## config.mk

```make
export PLATFORM = sky130hd
export DESIGN_NAME = mode_select_ctrl
export DESIGN_NICKNAME = d
export VERILOG_FILES = /design/src/rtl/mode_select_ctrl.sv
export SDC_FILE = /design/constraint.sdc
export NUM_CORES = 1
export LEC_CHECK = 0
export ABC_AREA = 1
export CAP_MARGIN = 20
export CORE_ASPECT_RATIO = 0.75
export CORE_MARGIN = 3
export CORE_UTILIZATION = 55
export CTS_CLUSTER_DIAMETER = 60
export DETAILED_ROUTE_END_ITERATION = 12
export GPL_ROUTABILITY_DRIVEN = 0
export PLACE_DENSITY_LB_ADDON = 0.15
export SYNTH_ARGS = -nofsm -noshare
export SYNTH_HDL_FRONTEND = slang
export SYNTH_SLANG_ARGS = --single-unit
```

## constraint.sdc

```tcl
create_clock -name clk -period 3.54 [get_ports clk]
set_input_delay 0.885 -clock clk [delete_from_list [all_inputs] [get_ports clk]]
set_output_delay 0.885 -clock clk [all_outputs]
set_load 0.02 [all_outputs]
```

## src/rtl/mode_select_ctrl.sv

```systemverilog
// mode_select_ctrl: debounced mode button -> frame-aligned 2-bit display mode.
// Optional auto-advance every AUTO_FRAMES frames when MODE_AUTOCYCLE_EN is defined.
module mode_select_ctrl #(
  parameter int DB_CYCLES   = 1000000,
  parameter int LONG_CYCLES = 50000000,
  parameter int NUM_MODES   = 4,
  parameter int AUTO_FRAMES = 300
) (
  input  logic       clk,
  input  logic       rst,
  input  logic       key_n,
  input  logic       vsync,
  output logic [1:0] mode,
  output logic       mode_chg,
  output logic [1:0] key_evt
);
  localparam int CW = $clog2(LONG_CYCLES);
  localparam logic [CW-1:0] DB_LOAD = CW'(DB_CYCLES - 1);
  localparam logic [CW-1:0] LONG_LOAD = CW'(LONG_CYCLES - DB_CYCLES - 1);
  localparam logic [1:0] LAST = 2'(NUM_MODES - 1);
  if (DB_CYCLES < 2 || LONG_CYCLES <= DB_CYCLES || NUM_MODES < 2 || NUM_MODES > 4 || AUTO_FRAMES < 1) begin : g_bad_params
    $error("mode_select_ctrl: invalid parameters");
  end
  typedef enum logic [1:0] {IDLE, PRESS_DB, HELD, REL_DB} state_t;
  state_t state_q, state_d;
  logic [1:0] sync_q;
  logic ks;
  logic [CW-1:0] cnt_q, cnt_d;
  logic long_done_q, long_done_d;
  logic [1:0] evt_q, evt_d;
  logic [1:0] pend_q, pend_d, mode_q;
  logic chg_q, vsync_q, vfall, adv;
  function automatic logic [1:0] nxt(input logic [1:0] p);
    return (p == LAST) ? 2'b00 : p + 2'b01;
  endfunction
  assign ks = sync_q[1];
  assign vfall = vsync_q & ~vsync;
  always_ff @(posedge clk or negedge rst) begin
    if (!rst) begin
      sync_q      <= 2'b11;
      state_q     <= IDLE;
      cnt_q       <= '0;
      long_done_q <= 1'b0;
      evt_q       <= 2'b00;
    end else begin
      sync_q      <= {sync_q[0], key_n};
      state_q     <= state_d;
      cnt_q       <= cnt_d;
      long_done_q <= long_done_d;
      evt_q       <= evt_d;
    end
  end
  // one counter serves both debounce windows and the long-press hold timer
  always_comb begin
    state_d     = state_q;
    cnt_d       = cnt_q;
    long_done_d = long_done_q;
    evt_d       = 2'b00;
    unique case (state_q)
      IDLE: if (!ks) begin
        state_d = PRESS_DB;
        cnt_d   = DB_LOAD;
      end
      PRESS_DB: if (ks) state_d = IDLE;
        else if (cnt_q == '0) begin
          state_d     = HELD;
          cnt_d       = LONG_LOAD;
          long_done_d = 1'b0;
        end else cnt_d = cnt_q - 1'b1;
      HELD: if (ks) begin
          state_d = REL_DB;
          cnt_d   = DB_LOAD;
        end else if (cnt_q != '0) cnt_d = cnt_q - 1'b1;
        else if (!long_done_q) begin
          evt_d       = 2'b10;
          long_done_d = 1'b1;
        end
      REL_DB: if (!ks) begin
          state_d = HELD;
          cnt_d   = LONG_LOAD;
        end else if (cnt_q == '0) begin
          state_d = IDLE;
          evt_d   = long_done_q ? 2'b00 : 2'b01;
        end else cnt_d = cnt_q - 1'b1;
      default: state_d = IDLE;
    endcase
  end
`ifdef MODE_AUTOCYCLE_EN
  localparam int FW = (AUTO_FRAMES > 1) ? $clog2(AUTO_FRAMES) : 1;
  logic [FW-1:0] frame_q;
  // a key event in the same cycle wins over the auto-advance
  assign adv = vfall && evt_q == 2'b00 && frame_q == FW'(AUTO_FRAMES - 1);
  always_ff @(posedge clk or negedge rst) begin
    if (!rst) frame_q <= '0;
    else if (evt_q != 2'b00 || adv) frame_q <= '0;
    else if (vfall) frame_q <= frame_q + 1'b1;
  end
`else
  assign adv = 1'b0;
`endif
  always_comb begin
    pend_d = (evt_q == 2'b01 || adv) ? nxt(pend_q) : (evt_q == 2'b10) ? 2'b00 : pend_q;
  end
  always_ff @(posedge clk or negedge rst) begin
    if (!rst) begin
      vsync_q <= 1'b1;
      pend_q  <= 2'b00;
      mode_q  <= 2'b00;
      chg_q   <= 1'b0;
    end else begin
      vsync_q <= vsync;
      pend_q  <= pend_d;
      mode_q  <= vfall ? pend_q : mode_q;
      chg_q   <= vfall && pend_q != mode_q;
    end
  end
  assign mode     = mode_q;
  assign mode_chg = chg_q;
  assign key_evt  = evt_q;
endmodule

```

==> results.md <==
- Static leakage: 1.36 nW
- Required time of the critical path: 2.65 ns
- Layout net count: 377
- TNS Setup: 0 ns
- Setup Viol. Count Final: 0
- Sinks on Clock Net: 39
- Critical Path Source Type: register
- Top cells by count, synth: nand2_1, nor2_1, inv_1
- Top cell type's share of synthesized area: 35.5%
- Max Slew Vio Count: 0
- Tmin final: 2.19 ns
- Slowest cell on crit path: clkdlybuf4s50_1
- Buf/Inv on CP: 1
- CP top delay family: buffers and inverters
- I/O Buffers: 8
- Crit Path Max Fanout: 3
- Worst r2r src: state_q[0]$_DFFE_PN0P_
- Hpwl dp: 4.20 mm
- Worst path cell trace: clkdlybuf4s50_1
- Sw frac: 47.5%
- RSZ-0062 raised after global routing: no
- Clk pin slew, worst setup/hold paths: 0.07 ns
- Drt total wl: 5.64 mm
- Antenna violations before repair: 0
- Count leader, synth: nand2_1
- Num CTS Buffers: 5
- WL per Instance: 13.2 um
- Largest net degree at the start of global routing: 40
- Clock Path Buffers: 2
- P_sw: 0.885 mW
- Post-CTS Hold Buffers: 0
- Clk Latency, worst-skew pair: 0.29 ns
- Core area: 0.00425 sq mm
- Top cells by area, synth: dfrtp_1, nand2_1, nor2_1
- Critical Path AT: 1.31 ns
- Vias per inst: 5.38
- Crit path from: mode[1]$_DFFE_PN0P_
- Die height: 64.9 um
- CTS root buf: clkbuf_8
- Total gr overflow: 0
- Final number of hold-violating endpoints: 0
- Die Area: 0.00548 sq mm
- Tightest Pin Transition: 0.843 ns
- Drt first pass iters: 5
- Pint: 0.978 mW
- Share of flip-flops with an asynchronous set or reset: 100%
- Post-CTS setup buffers: 0
- Post-Syn Nets: 370
- Fill cells: 383
- Synthesized cell area: 0.00254 sq mm
- Hold_sp: sync_q[0]$_DFF_PN1_
- Achievable Freq: 0.456 GHz
- Ports: 9
- Register area share after synthesis: 38.6%
- Register share of total power: 38.9%
- Peak supply drop: 0.000410 V
- Synth area leader: dfrtp_1
- Total GRT Usage: 23.7%
- Synth warn: 0
- H-tree Lvls: 2
- Final Power: 1.86 mW
- PD cells: 687 mW/mm^2
- Clock Skews: 0.00464 ns
- N_diodes: 0
- Run status: finished, final reports clean
- Slew Limit Headroom: 43.8%
- Post-synth EDFFs: 0
- Mapped Cells: 363
- Max Cap Viol: 0
- Final critical-path share of the clock period: 61.9%
- Comb pwr share: 45.6%
- HP Class: register to register
- Post-synthesis register bit count: 39
- Layout area overhead: 6.75%
- Layout cell share with drive strength beyond 1: 8.36%
- Clock power frac: 15.6%
- Crit. End Element: primary output
- Kind of critical path: register to primary output
- Post-synthesis cell type count: 28
- Vias in the first global route: 2142
- Iteration-0 DRC Markers: 271
- Rows: 20
- DRC Markers: 0
- DR vias: 2291
- Cts repair resizes: 0
- First-pass GRT wire length: 10.2 mm
- Avg Inst Size Synth: 7.00 sq um
- Worst path max stage delay: 0.62 ns
- Final ANT Viol Nets: 0
- Starting density of the core: 59.7%
- Die width: 84.5 um
- Main synth FF type: dfrtp_1
- CTS tree: built
==> power by group through the flow <==
stage               clock (mW)  sequential (mW)  combinational, mW
finish                   0.290            0.724              0.849
global route             0.317            0.740              0.998
CTS                      0.297            0.716              0.842
detailed placement           0            0.723              0.831
global placement             0            0.722              0.823
floorplan                    0            0.666              0.708
==> routing by layer <==
layer	track usage [%]	vias to the layer above	share of wire, %
li1	-	1165	-
met1	36.4	1030	49
met2	33.0	86	41
met3	4.70	10	8.8
met4	7.71	0	1.3
met5	0	-	0
==> cell families after synthesis <==
| kind of cell | share of synthesized area, % |
|---|---|
| AOI/OAI and AO/OA | 7.53 |
| xor gates and xnor gates | 6.20 |
| adders and majority gates | 1.48 |
| buffers and inverters | 8.12 |
| DFF | 38.6 |
| muxes | 0.443 |
| and+or+nand+nor | 37.7 |
==> stage by stage <==
stage / util [%] / worst slack, ns / instance area, sq um / instances / hold slack [ns]
after floorplan: - / 1.80 / 2540 / 363 / 0.345
after global placement: 61.9 / 1.52 / 2630 / 418 / 0.346
after detailed placement: 61.9 / 1.50 / 2630 / 418 / 0.348
after CTS: 63.8 / 1.35 / 2710 / 426 / 0.359
after global routing: 63.8 / 1.18 / 2710 / 426 / 0.371
final: 63.8 / 1.35 / 2710 / 426 / 0.356
==> worst paths after layout <==
check	to	slack [ns]	depth (start not counted)
worst max-delay path	mode[1]	1.35	1
worst min-delay path	sync_q[1]$_DFF_PN1_	0.36	0
worst max register to register	cnt_q[13]$_DFFE_PN0P_	1.45	6
worst min register to register	sync_q[1]$_DFF_PN1_	0.36	0
max in group asynchronous	cnt_q[23]$_DFFE_PN0P_	2.31	1
min in group asynchronous	mode[0]$_DFFE_PN0P_	0.69	1
==> layout by cell type, fill, tap and decap left out, types with 2 or more instances in the layout <==
master	synthesis	final
o21ai_0	21	21
nor2_4	2	2
nand2_2	2	2
clkdlybuf4s50_1	0	7
inv_1	39	39
nor2_2	8	8
nand3_1	34	34
xnor2_1	5	5
nand3b_1	2	2
o21ai_2	5	5
dfrtp_1	36	36
clkbuf_1	1	2
xor2_1	13	13
a21oi_1	7	7
dfstp_2	3	3
ha_1	3	3
nor2_1	61	61
clkbuf_8	0	5
nor3_1	2	2
nand2_1	97	97
nand4_1	9	9
==> final cells by class <==
type / instances / area (sq um) / area share [%]
sequential: 39 / 980 / 36.1
clock buffer: 7 / 76.3 / 2.81
tap: 55 / 68.8 / 2.54
multi-input combinational: 276 / 1360 / 50.0
inverter: 40 / 153 / 5.63
timing repair buffer: 8 / 75.1 / 2.77
clock inverter: 1 / 5.00 / 0.185
==> flip-flops by register name, indices dropped and copies added (netlist names), named ones only <==
| signal | count |
|---|---|
| key_evt | 2 |
| long_done_q | 1 |
| pend_q | 2 |
| cnt_q | 26 |
| state_q | 1 |
| mode_chg | 1 |
| vsync_q | 1 |
| mode | 2 |
| sync_q | 2 |
(Power assumes the default switching activity.)
